### src/rtl/display_scan_driver_pkg.sv
// display_scan_driver_pkg: segment patterns, blanking constants and scan FSM states.
package display_scan_driver_pkg;
    // Active-high {g,f,e,d,c,b,a} for hex digits 0-F.
    localparam logic [6:0] SEG_HEX [16] = '{
        7'h3F, 7'h06, 7'h5B, 7'h4F, 7'h66, 7'h6D, 7'h7D, 7'h07,
        7'h7F, 7'h6F, 7'h77, 7'h7C, 7'h39, 7'h5E, 7'h79, 7'h71
    };
    localparam logic [31:0] ANODO_APAGADO  = '1;
    localparam logic [7:0]  CATODO_APAGADO = 8'hFF;

    typedef enum logic {BLANK, SHOW} estado_t;
endpackage

### src/rtl/display_scan_driver_hex_a_7seg.sv
// hex_a_7seg: nibble plus decimal point to active-low {dp,g,f,e,d,c,b,a}.
module hex_a_7seg
    import display_scan_driver_pkg::*;
(
    input  logic [3:0] nibble,
    input  logic       punto,
    output logic [7:0] catodo
);
    assign catodo = ~{punto, SEG_HEX[nibble]};
endmodule

### src/rtl/display_scan_driver.sv
// display_scan_driver: multiplexed 7-segment scan with inter-digit blanking
// and a frame-synchronous load handshake for tear-free updates.
module display_scan_driver
    import display_scan_driver_pkg::*;
#(
    parameter int CLK_HZ       = 100_000_000,
    parameter int REFRESH_HZ   = 10_000,
    parameter int BLANK_CYCLES = 100,
    parameter int NUM_DIGITS   = 8
) (
    input  logic                          clk,
    input  logic                          rst_n,
    input  logic [4*NUM_DIGITS-1:0]       valor,
    input  logic [NUM_DIGITS-1:0]         puntos,
    input  logic [NUM_DIGITS-1:0]         habilitar,
    input  logic                          cargar,
    output logic                          listo,
    output logic [NUM_DIGITS-1:0]         anodo,
    output logic [7:0]                    catodo,
    output logic [$clog2(NUM_DIGITS)-1:0] digito_actual,
    output logic                          fin_trama
);
    localparam int DIV = CLK_HZ / REFRESH_HZ;
    localparam int PW  = $clog2(DIV);
    localparam int IW  = $clog2(NUM_DIGITS);
    localparam int VW  = 4 * NUM_DIGITS;
    localparam int CW  = VW + 2 * NUM_DIGITS;

    logic [PW-1:0]         presc_q, presc_d, blank_q, blank_d;
    logic [IW-1:0]         digito_q, digito_d;
    estado_t               estado_q, estado_d;
    logic [CW-1:0]         pend_q, pend_d, act_q, act_d;
    logic                  pend_valido_q, pend_valido_d;
    logic [NUM_DIGITS-1:0] anodo_q, anodo_d;
    logic [7:0]            catodo_q, catodo_d, seg;
    logic                  tick, fin;
    logic [VW-1:0]         act_valor;
    logic [NUM_DIGITS-1:0] act_puntos, act_hab;

    assign act_valor  = act_q[CW-1 -: VW];
    assign act_puntos = act_q[2*NUM_DIGITS-1 -: NUM_DIGITS];
    assign act_hab    = act_q[NUM_DIGITS-1:0];

    hex_a_7seg u_hex (
        .nibble (act_valor[{digito_q, 2'b00} +: 4]),
        .punto  (act_puntos[digito_q]),
        .catodo (seg)
    );

    always_comb begin
        tick          = presc_q == PW'(DIV - 1);
        fin           = tick && digito_q == IW'(NUM_DIGITS - 1);
        presc_d       = tick ? '0 : presc_q + 1'b1;
        digito_d      = tick ? (fin ? '0 : digito_q + 1'b1) : digito_q;
        estado_d      = estado_q;
        blank_d       = blank_q;
        pend_d        = pend_q;
        pend_valido_d = pend_valido_q;
        act_d         = act_q;
        if (tick) begin
            estado_d = BLANK;
            blank_d  = '0;
        end else if (estado_q == BLANK) begin
            blank_d  = blank_q + 1'b1;
            estado_d = blank_q == PW'(BLANK_CYCLES - 1) ? SHOW : BLANK;
        end
        // Swap only at the frame boundary so a frame never mixes old and new data.
        if (fin && pend_valido_q) begin
            act_d         = pend_q;
            pend_valido_d = 1'b0;
        end
        if (cargar && !pend_valido_q) begin
            pend_d        = {valor, puntos, habilitar};
            pend_valido_d = 1'b1;
        end
        // Outputs follow the next state so they register in step with it.
        anodo_d  = (estado_d == SHOW && act_hab[digito_q])
                 ? ~({{(NUM_DIGITS-1){1'b0}}, 1'b1} << digito_q)
                 : ANODO_APAGADO[NUM_DIGITS-1:0];
        catodo_d = estado_d == SHOW ? seg : CATODO_APAGADO;
    end

    always_ff @(posedge clk or negedge rst_n) begin
        if (!rst_n) begin
            presc_q       <= '0;
            blank_q       <= '0;
            digito_q      <= '0;
            estado_q      <= BLANK;
            pend_q        <= '0;
            pend_valido_q <= 1'b0;
            act_q         <= '0;
            anodo_q       <= ANODO_APAGADO[NUM_DIGITS-1:0];
            catodo_q      <= CATODO_APAGADO;
        end else begin
            presc_q       <= presc_d;
            blank_q       <= blank_d;
            digito_q      <= digito_d;
            estado_q      <= estado_d;
            pend_q        <= pend_d;
            pend_valido_q <= pend_valido_d;
            act_q         <= act_d;
            anodo_q       <= anodo_d;
            catodo_q      <= catodo_d;
        end
    end

    assign listo         = ~pend_valido_q;
    assign anodo         = anodo_q;
    assign catodo        = catodo_q;
    assign digito_actual = digito_q;
    assign fin_trama     = fin;
endmodule

### config.mk
export PLATFORM = sky130hd
export DESIGN_NAME = display_scan_driver
export DESIGN_NICKNAME = d
export VERILOG_FILES = /design/src/rtl/display_scan_driver_pkg.sv /design/src/rtl/display_scan_driver_hex_a_7seg.sv /design/src/rtl/display_scan_driver.sv
export SDC_FILE = /design/constraint.sdc
export NUM_CORES = 1
export LEC_CHECK = 0
export CORE_MARGIN = 2
export CORE_UTILIZATION = 55
export CTS_BUF_LIST = sky130_fd_sc_hd__clkbuf_16
export DETAILED_ROUTE_END_ITERATION = 10
export GPL_TIMING_DRIVEN = 1
export PLACE_DENSITY_LB_ADDON = 0.15
export SLEW_MARGIN = 5
export SYNTH_ARGS = -nofsm -noshare
export SYNTH_HDL_FRONTEND = slang
export SYNTH_SLANG_ARGS = --single-unit
### constraint.sdc
create_clock -name clk -period 4.3 [get_ports clk]
set_input_delay 0.645 -clock clk [delete_from_list [all_inputs] [get_ports clk]]
set_output_delay 0.645 -clock clk [all_outputs]
set_load 0.02 [all_outputs]
==> reports/summary.json <==
{
  "outcome": {"value": "completed"},
  "max_stage_delay": {"value": 730, "unit": "ps"},
  "path_delay_family": {"value": "flip-flops"},
  "synthMostInstantiatedCell": {"value": "sky130_fd_sc_hd__dfrtp_1"},
  "antenna-diode-count": {"value": 0},
  "skew": {"value": 6.82, "unit": "ps"},
  "post_route_cells_drive_above_1_share": {"value": 31.9, "unit": "%"},
  "cts-hold-fix-buffers": {"value": 0},
  "synth_cell_type_count": {"value": 43},
  "drt-initial-drc-count": {"value": 135},
  "max-clock-path-buffers": {"value": 2},
  "core-area": {"value": 11300, "unit": "um2"},
  "static-leakage-power": {"value": 3.51, "unit": "nW"},
  "timing.critical_path.fanout_max": {"value": 11},
  "ioPinCount": {"value": 72},
  "netlist_top_cells_count": {"value": "129 x sky130_fd_sc_hd__dfrtp_1, 88 x sky130_fd_sc_hd__mux2_2, 32 x sky130_fd_sc_hd__nand2_1"},
  "worst_pin_slew": {"value": 970, "unit": "ps"},
  "critical_path.slowest_cell": {"value": "sky130_fd_sc_hd__dfrtp_1"},
  "dp_hpwl": {"value": 7580, "unit": "um"},
  "clkTransAtPathRegs": {"value": 60, "unit": "ps"},
  "ctsResizeCount": {"value": 0},
  "yosys_warning_total": {"value": 0},
  "grt_antenna_before_repair": {"value": 0},
  "maxCapViolCount": {"value": 0},
  "drt-pass1-iter-count": {"value": 4},
  "crit_type": {"value": "reg -> out"},
  "tritoncts.num_buffers": {"value": 17},
  "power.density": {"value": 405, "unit": "nW/um2"},
  "postSynth.asyncResetShare": {"value": 100, "unit": "%"},
  "timing.final.hold_violations": {"value": 0},
  "worstPathBufferInverterCount": {"value": 1},
  "synth_sequential_area_ratio": {"value": 58.1, "unit": "%"},
  "synth-edff-count": {"value": 0},
  "clk-insertion-delay-late": {"value": 420, "unit": "ps"},
  "yosys_most_used_dff": {"value": "sky130_fd_sc_hd__dfrtp_1"},
  "synthesis.instances": {"value": 445},
  "floorplan.die.height": {"value": 111, "unit": "um"},
  "ys_top_cells_by_area": {"value": "sky130_fd_sc_hd__dfrtp_1 51%, sky130_fd_sc_hd__mux2_2 16%, sky130_fd_sc_hd__dfstp_2 6.7%"},
  "fin_setup_tns": {"value": 0, "unit": "ps"},
  "final_period_utilization": {"value": 71.6, "unit": "%"},
  "synthesis.area_per_instance": {"value": 14.1, "unit": "um2"},
  "gp_congestion": {"value": 0.898},
  "holdCritPathClass": {"value": "in -> async"},
  "h_tree_levels": {"value": 4},
  "crit_chain": {"value": "ha_1, ha_1, and2_4, clkdlybuf4s50_1"},
  "drc": {"value": 0},
  "grt_pass1_vias": {"value": 3932},
  "area_growth_syn_to_layout": {"value": 23.1, "unit": "%"},
  "post_drt_via_cell_ratio": {"value": 5.48},
  "ys_ff_latch": {"value": 145},
  "final_setup_violation_count": {"value": 0},
  "syn-cell-area": {"value": 6280, "unit": "um2"},
  "power.ir.vdd_worst": {"value": 333, "unit": "uV"},
  "crit_required": {"value": 3650, "unit": "ps"},
  "path_depth": {"value": 4},
  "syn_nets": {"value": 510},
  "period_minus_slack": {"value": 3080, "unit": "ps"},
  "design.die.area": {"value": 12300, "unit": "um2"},
  "gr_util_all_layers": {"value": 20.5, "unit": "%"},
  "globalRouteOverflowTotal": {"value": 0},
  "grt_max_degree": {"value": 73},
  "numClockSinks": {"value": 145},
  "cp_data_arrival_time": {"value": 2430, "unit": "ps"},
  "endpoint_kind": {"value": "output port"},
  "reg2regPathDepth": {"value": 6},
  "core.rowCount": {"value": 39},
  "post_placement_worst_setup_slack": {"value": 1390, "unit": "ps"},
  "drt-wirelength-per-cell": {"value": 17.1, "unit": "um"},
  "cts_post_setup_buffers_inserted": {"value": 0},
  "synth_top_area_share": {"value": 51.4, "unit": "%"},
  "final.setup.worst_slack": {"value": 1220, "unit": "ps"},
  "critical_path.startpoint_type": {"value": "register"},
  "timing.max_slew.rel_slack": {"value": 35.3, "unit": "%"},
  "number_of_nets_at_the_end_of_the_flow": {"value": 588},
  "die_width": {"value": 111, "unit": "um"},
  "place.port_buffers": {"value": 71},
  "launch_point_of_the_worst_reg_to_reg_path": {"value": "digito_actual[0]"},
  "ant_nets": {"value": 0},
  "fmax": {"value": 325, "unit": "MHz"},
  "worst_setup_path_startpoint": {"value": "digito_actual[0]"},
  "tritoncts": {"value": "done"},
  "root_buffer": {"value": "sky130_fd_sc_hd__clkbuf_16"},
  "vias": {"value": 3723},
  "yosysTopAreaCell": {"value": "sky130_fd_sc_hd__dfrtp_1"},
  "initial_utilization": {"value": 55.7, "unit": "%"},
  "routed_wl": {"value": 11600, "unit": "um"},
  "setup_repair_after_global_routing_missed_its_margin": {"value": "no"},
  "timing_max_transition_violations_final": {"value": 0},
  "worst_path_most_repeated_cell": {"value": "sky130_fd_sc_hd__ha_1"},
  "grt_first_pass_wirelength": {"value": 19500, "unit": "um"}
}
[power by group]
| part | switching, mW | internal, mW | total [mW] |
|---|---|---|---|
| sequential | 0.0312 | 1.42 | 1.46 |
| clock | 0.577 | 0.965 | 1.54 |
| combinational | 0.0463 | 0.0833 | 0.130 |
[sequential cells by signal, summed over array words and instances (netlist names)]
name / flops
anodo: 8
act_q: 48
catodo: 8
blank_q: 14
pend_valido_q: 1
presc_q: 14
digito_actual: 3
estado_q: 1
pend_q: 48
[per-layer routing]
layer | part of all wire [%] | GRT usage, %
met1 | 47 | 27.5
met2 | 47 | 31.9
met3 | 4.0 | 5.36
met4 | 2.1 | 9.33
met5 | 0 | 0
[stage by stage]
stage | cell area (um2) | std cells | total power, mW | util [%] | hold slack [ps]
global route | 7730 | 679 | 3.23 | 68.6 | 258
finish | 7730 | 679 | 3.13 | 68.6 | 216
floorplan | 6280 | 445 | 1.52 | - | 349
detailed placement | 7110 | 647 | 1.61 | 63.1 | 445
CTS | 7730 | 679 | 3.15 | 68.6 | 232
global placement | 7110 | 647 | 1.60 | 63.1 | 438
[layout by cell type (no fill, tap or decap), types with 3 or more instances in the layout]
master and n:
sky130_fd_sc_hd__a21oi_1 6, sky130_fd_sc_hd__and2_1 3, sky130_fd_sc_hd__and3_1 8, sky130_fd_sc_hd__buf_4 7
sky130_fd_sc_hd__bufinv_16 4, sky130_fd_sc_hd__clkbuf_16 17, sky130_fd_sc_hd__clkdlybuf4s50_1 70, sky130_fd_sc_hd__clkinv_2 3
sky130_fd_sc_hd__clkinvlp_4 4, sky130_fd_sc_hd__dfrtp_1 129, sky130_fd_sc_hd__dfstp_2 16, sky130_fd_sc_hd__ha_1 14
sky130_fd_sc_hd__inv_1 6, sky130_fd_sc_hd__mux2_2 88, sky130_fd_sc_hd__mux2_4 9, sky130_fd_sc_hd__mux2i_1 4
sky130_fd_sc_hd__mux4_2 12, sky130_fd_sc_hd__nand2_1 32, sky130_fd_sc_hd__nand3_1 7, sky130_fd_sc_hd__nand4_1 4
sky130_fd_sc_hd__nor2_1 25, sky130_fd_sc_hd__nor3_1 3, sky130_fd_sc_hd__o21ai_0 5, sky130_fd_sc_hd__o221ai_1 3
sky130_fd_sc_hd__xnor2_1 12, sky130_fd_sc_hd__xor2_1 11
[final cells by class]
| type | count | area (um2) |
|---|---|---|
| tap | 143 | 179 |
| clock inverter | 15 | 190 |
| fill | 831 | 3540 |
| clock buffer | 17 | 425 |
| timing repair buffer | 78 | 764 |
| sequential | 145 | 3650 |
| multi-input combinational | 273 | 2490 |
| inverter | 8 | 30.0 |
[cell families (layout without fill, tap and decap cells)]
family / after synthesis / in the layout / share of synthesized area [%]
DFF: 145 / 145 / 58.1
muxes: 115 / 115 / 23.6
and+or+nand+nor: 100 / 100 / 7.81
buffers and inverters: 27 / 118 / 2.33
xor gates and xnor gates: 23 / 23 / 3.21
AOI/OAI and AO/OA: 21 / 21 / 2.13
adders and majority gates: 14 / 14 / 2.79
[worst paths after layout]
path | to | slack [ps]
setup / recovery | fin_trama | 1220
hold / removal | presc_q[13] | 220
setup reg to reg | catodo[3] | 1380
hold reg to reg | presc_q[0] | 450
max in group asynchronous | anodo[7] | 3100
min in group clk | presc_q[0] | 450
Note: power is estimated with default switching activity, not from simulation.
